===== config.mk =====
export PLATFORM = sky130hd
export DESIGN_NAME = bf_out_xbar
export DESIGN_NICKNAME = d
export VERILOG_FILES = /design/src/rtl/bf_out_xbar.sv
export SDC_FILE = /design/constraint.sdc
export NUM_CORES = 1
export LEC_CHECK = 0
export CORE_UTILIZATION = 45
export CTS_BUF_LIST = sky130_fd_sc_hd__clkbuf_4
export CTS_CLUSTER_SIZE = 25
export DETAILED_ROUTE_END_ITERATION = 16
export PLACE_DENSITY = 0.79
export SETUP_SLACK_MARGIN = 0.02
export SYNTH_ARGS = -nofsm -noshare
export SYNTH_HDL_FRONTEND = slang
export SYNTH_SLANG_ARGS = --single-unit

===== constraint.sdc =====
create_clock -name clk -period 2.2 [get_ports clk]
set_clock_uncertainty 0.15 [all_clocks]
set_input_delay 0.44 -clock clk [delete_from_list [all_inputs] [get_ports clk]]
set_output_delay 0.44 -clock clk [all_outputs]
set_load 0.01 [all_outputs]

===== src/rtl/bf_out_xbar.sv =====
// Output crossbar for the NTT butterfly array: routes butterfly upper/lower results
// onto bank write lanes using a select word delayed to match butterfly latency.
module bf_out_xbar #(
    parameter  int unsigned DATA_WIDTH = 14,
    parameter  int unsigned NUM_BF     = 2,
    parameter  int unsigned SEL_DELAY  = 13,
    parameter  int unsigned OUT_REG    = 1,
    localparam int unsigned LANES      = 2 * NUM_BF,
    localparam int unsigned SEL_W      = (LANES > 1) ? $clog2(LANES) : 1
) (
    input  logic                          clk,
    input  logic                          rst,
    input  logic                          sel_in_valid,
    input  logic [LANES*SEL_W-1:0]        sel_in,
    input  logic                          bf_valid,
    input  logic [NUM_BF*DATA_WIDTH-1:0]  bf_upper,
    input  logic [NUM_BF*DATA_WIDTH-1:0]  bf_lower,
    input  logic                          err_clr,
    output logic [LANES*DATA_WIDTH-1:0]   dout,
    output logic                          dout_valid,
    output logic                          sel_err,
    output logic                          align_err
);

    logic                   r_dl_valid [SEL_DELAY];
    logic [LANES*SEL_W-1:0] r_dl_sel   [SEL_DELAY];
    logic                   r_sel_err;
    logic                   r_align_err;

    logic                        w_sv_d;
    logic [LANES*SEL_W-1:0]      w_sel_d;
    logic [SEL_W-1:0]            w_idx [LANES];
    logic [LANES*DATA_WIDTH-1:0] w_mux;
    logic                        w_dup;
    logic                        w_oor;
    logic                        w_fire;

    // Select delay line; reset drops every in-flight select
    always_ff @(posedge clk) begin
        if (!rst) begin
            for (int i = 0; i < SEL_DELAY; i++) begin
                r_dl_valid[i] <= 1'b0;
                r_dl_sel[i]   <= '0;
            end
        end else begin
            r_dl_valid[0] <= sel_in_valid;
            r_dl_sel[0]   <= sel_in;
            for (int i = 1; i < SEL_DELAY; i++) begin
                r_dl_valid[i] <= r_dl_valid[i-1];
                r_dl_sel[i]   <= r_dl_sel[i-1];
            end
        end
    end

    assign w_sv_d  = r_dl_valid[SEL_DELAY-1];
    assign w_sel_d = r_dl_sel[SEL_DELAY-1];
    assign w_fire  = bf_valid & w_sv_d;

    // Lane mux plus duplicate / out-of-range detection on the aligned select
    always_comb begin
        w_mux = '0;
        w_dup = 1'b0;
        w_oor = 1'b0;
        for (int k = 0; k < LANES; k++) begin
            w_idx[k] = w_sel_d[k*SEL_W +: SEL_W];
        end
        for (int k = 0; k < LANES; k++) begin
            for (int b = 0; b < NUM_BF; b++) begin
                if (w_idx[k] == SEL_W'(2*b)) begin
                    w_mux[k*DATA_WIDTH +: DATA_WIDTH] = bf_lower[b*DATA_WIDTH +: DATA_WIDTH];
                end
                if (w_idx[k] == SEL_W'(2*b + 1)) begin
                    w_mux[k*DATA_WIDTH +: DATA_WIDTH] = bf_upper[b*DATA_WIDTH +: DATA_WIDTH];
                end
            end
            if (32'(w_idx[k]) >= LANES) begin
                w_oor = 1'b1;
            end
            for (int j = k + 1; j < LANES; j++) begin
                if (w_idx[k] == w_idx[j]) begin
                    w_dup = 1'b1;
                end
            end
        end
    end

    // Sticky error flags; a new set condition wins over err_clr
    always_ff @(posedge clk) begin
        if (!rst) begin
            r_sel_err   <= 1'b0;
            r_align_err <= 1'b0;
        end else begin
            r_sel_err   <= (w_sv_d & (w_dup | w_oor)) | (r_sel_err & ~err_clr);
            r_align_err <= (bf_valid ^ w_sv_d) | (r_align_err & ~err_clr);
        end
    end

    assign sel_err   = r_sel_err;
    assign align_err = r_align_err;

    generate
        if (OUT_REG != 0) begin : g_oreg
            logic [LANES*DATA_WIDTH-1:0] r_dout;
            logic                        r_dout_valid;

            always_ff @(posedge clk) begin
                if (!rst) begin
                    r_dout       <= '0;
                    r_dout_valid <= 1'b0;
                end else begin
                    r_dout_valid <= w_fire;
                    if (w_fire) begin
                        r_dout <= w_mux;
                    end
                end
            end

            assign dout       = r_dout;
            assign dout_valid = r_dout_valid;
        end else begin : g_ocomb
            assign dout       = w_mux;
            assign dout_valid = w_fire;
        end
    endgenerate

endmodule


==> results.tsv <==
metric	value	unit
status	completed	
vias	4437	
core area	15300	µm²
crit path launch	dout[0]$_SDFFE_PN0P_	
f_max	478	MHz
Slew headroom	60.7	%
final net count	724	
WL final	13900	µm
placer congestion estimate	0.851	
Worst Setup End Kind	primary output	
worst min path class	in2reg	
hold_buf cts	0	
slack of the critical path	0.106	ns
Worst-Margin Slew	0.589	ns
share of layout cells above drive strength 1	11.4	%
Initial DRC Count	290	
post-synthesis sequential area ratio	49.8	%
RSZ-0062 raised after global routing	no	
Max rail drop VDD	0.600	mV
DRT Pass-1 Iters	4	
Lkg Pwr	3.19	nW
met3 routed WL	1040	µm
Switching Power	1.24	mW
post-synth net total	601	
Root Buffer	clkbuf_4	
CTS sink cnt	176	
highest routed metal layer	met4	
clock share of power	32.5	%
WS Path Type	reg2out	
MaxCap Viol Count	0	
final number of setup-violating endpoints	0	
WL/cell	15.8	µm
CTS tree	done	
hold path endpoint	r_dl_sel[0][4]$_SDFF_PN0_	
library cells used by synthesis	26	
Crit Reg-Reg Endpoint	dout[35]$_SDFFE_PN0P_	
Cell Pwr Density	598	nW/µm²
TritonCTS Buffers	17	
Yosys top cell by area	dfxtp_1	
io pins	128	
reg2reg start	r_dl_sel[1][36]$_SDFF_PN0_	
Max Slew Vio Count	0	
sw frac	23.5	%
top cells by area, synth	dfxtp_1 50%, mux4_1 14%, and2_1 10%, mux2i_1 7.9%, mux4_2 6.0%	
hold depth	2	
hpwl dp	9680	µm
synth-to-layout area growth	24.0	%
top cell type's share of synthesized area	49.8	%
chip height	127	µm
Final min period	2.09	ns
# rows	45	
Critical Path AT	1.50	ns
number of global-route vias before repair	4347	
wl on met1	5790	µm
final period utilization	95.2	%
Gate power share	6.2	%
Setup TNS Final	0	ns
post-CTS sizing	0	
Post-Syn Instances	531	
Hold Startpoint	rst	
Worst path top cell family by delay	buffers and inverters	
Syn Std Cell Area	7080	µm²
initial core utilization	46.4	%
Startpoint Class	register	
Yosys reg bits	176	
Post-Place Worst Slack	0.196	ns
r2r setup slk	0.39	ns
# port buffers	127	
number of post-CTS setup repair buffers	0	
crit path max fanout	2	
WHS	0.281	ns
via density per instance	5.04	
initial antenna violation count	1	
largest net degree at the start of global routing	86	
Final ANT Viol Nets	0	
DRC	0	
total global-route track usage	17.7	%
Slowest-stage cell, CP	clkdlybuf4s50_1	
die width	127	µm
CP required	1.61	ns
GRT overflow	0	
sequential power share	61.3	%
Int Pwr	4.02	mW
H-tree depth	4	
WP buf/inv	1	
worst-skew pair later-pin latency	0.54	ns
Yosys warnings	0	
CP cell instances	clkdlybuf4s50_1	
first-pass GRT wire length	21900	µm
final hold vios	0	
Final Util	57.5	%
CP max stage delay	0.62	ns
clock slew at the register clock pins of the worst setup and hold paths	0.14	ns
clock tree buffer depth	2	
number of cells on the worst reg-to-reg path	4	
die area	16200	µm²
Synth Area per Inst	13.3	µm²
met2 WL post-DR	6780	µm
-- sequential cells by signal, summed over array words and instances, names as in the netlist --
name	count
r_dl_sel	104
r_dl_valid	13
align_err	1
sel_err	1
dout	56
dout_valid	1
-- power by group through the flow --
stage	logic [mW]	clock network, mW	registers (mW)
after floorplan	0.139	0	3.29
after global placement	0.313	0	3.29
after detailed placement	0.320	0	3.29
after CTS	0.324	1.78	3.22
after global routing	0.346	1.93	3.23
final	0.324	1.71	3.22
-- cell usage in the layout (no fill, tap or decap), types with 2 or more instances in the layout --
| master | n |
|---|---|
| dfxtp_1 | 175 |
| clkdlybuf4s50_1 | 124 |
| and2_1 | 118 |
| nor2b_1 | 57 |
| mux2i_1 | 56 |
| mux4_1 | 37 |
| mux4_2 | 19 |
| clkbuf_4 | 18 |
| buf_4 | 17 |
| xor2_1 | 8 |
| inv_6 | 6 |
| o22ai_1 | 4 |
| clkinv_2 | 4 |
| clkinv_4 | 3 |
| buf_12 | 3 |
| diode_2 | 2 |
| inv_1 | 2 |
| a31oi_1 | 2 |
| dlymetal6s2s_1 | 2 |
-- Yosys cell counts --
library cell	number
clkbuf_8	3
mux4_1	37
ha_1	1
a22o_2	1
buf_6	5
mux4_2	19
mux2i_1	56
nand3b_1	1
and3b_1	1
xor2_1	8
o21a_1	1
a31oi_1	2
nor2b_1	57
o22ai_1	4
buf_12	2
a31o_1	1
nor2_1	1
buf_8	3
inv_1	2
nor3_1	1
a221oi_2	1
clkbuf_1	21
inv_4	1
buf_2	8
dfxtp_1	176
and2_1	118
-- per-stage QoR --
stage / cell area [µm²] / instances / power, mW
floorplan: 7080 / 531 / 3.43
global placement: 8500 / 846 / 3.60
detailed placement: 8500 / 846 / 3.61
CTS: 8770 / 878 / 5.33
global route: 8780 / 880 / 5.50
finish: 8780 / 880 / 5.25
-- logic make-up (layout without fill, tap and decap cells) --
kind of cell / count (synthesis) / in the layout / synth area share, %
buffers and inverters: 45 / 181 / 4.45
adder cells (fa/ha/maj): 1 / 1 / 0.177
flip-flops: 176 / 176 / 49.8
other: 0 / 2 / 0
AND/OR/NAND/NOR: 179 / 179 / 15.8
multiplexers: 112 / 112 / 27.7
AO/OA/AOI/OAI: 10 / 10 / 1.11
XOR/XNOR: 8 / 8 / 0.990
-- how the worst max path moves through the flow --
stage	to	cells past startpoint	slack [ns]
floorplan	dout[28]$_SDFFE_PN0P_	6	0.57
global placement	dout[50]$_SDFFE_PN0P_	4	0.23
detailed placement	dout[38]$_SDFFE_PN0P_	5	0.20
CTS	dout[0]	1	0.05
global route	dout[0]	1	0.02
finish	dout[0]	1	0.11
-- routing by layer --
layer  track usage (%)  up-vias
met5                 0        -
met2              28.8      168
met3              5.95       20
met4              8.68        0
li1                  -     2122
met1              20.9     2127
-- area by class of cell --
type,instances,area [µm²]
fillers,1210,6480
multi-input cells,310,3250
clock buffers,18,135
diodes,2,5.00
repair buffers,146,1450
well taps,211,264
inverters,3,13.8
flip-flops and latches,176,3520
clock inverters,14,129
(Power assumes the default switching activity.)
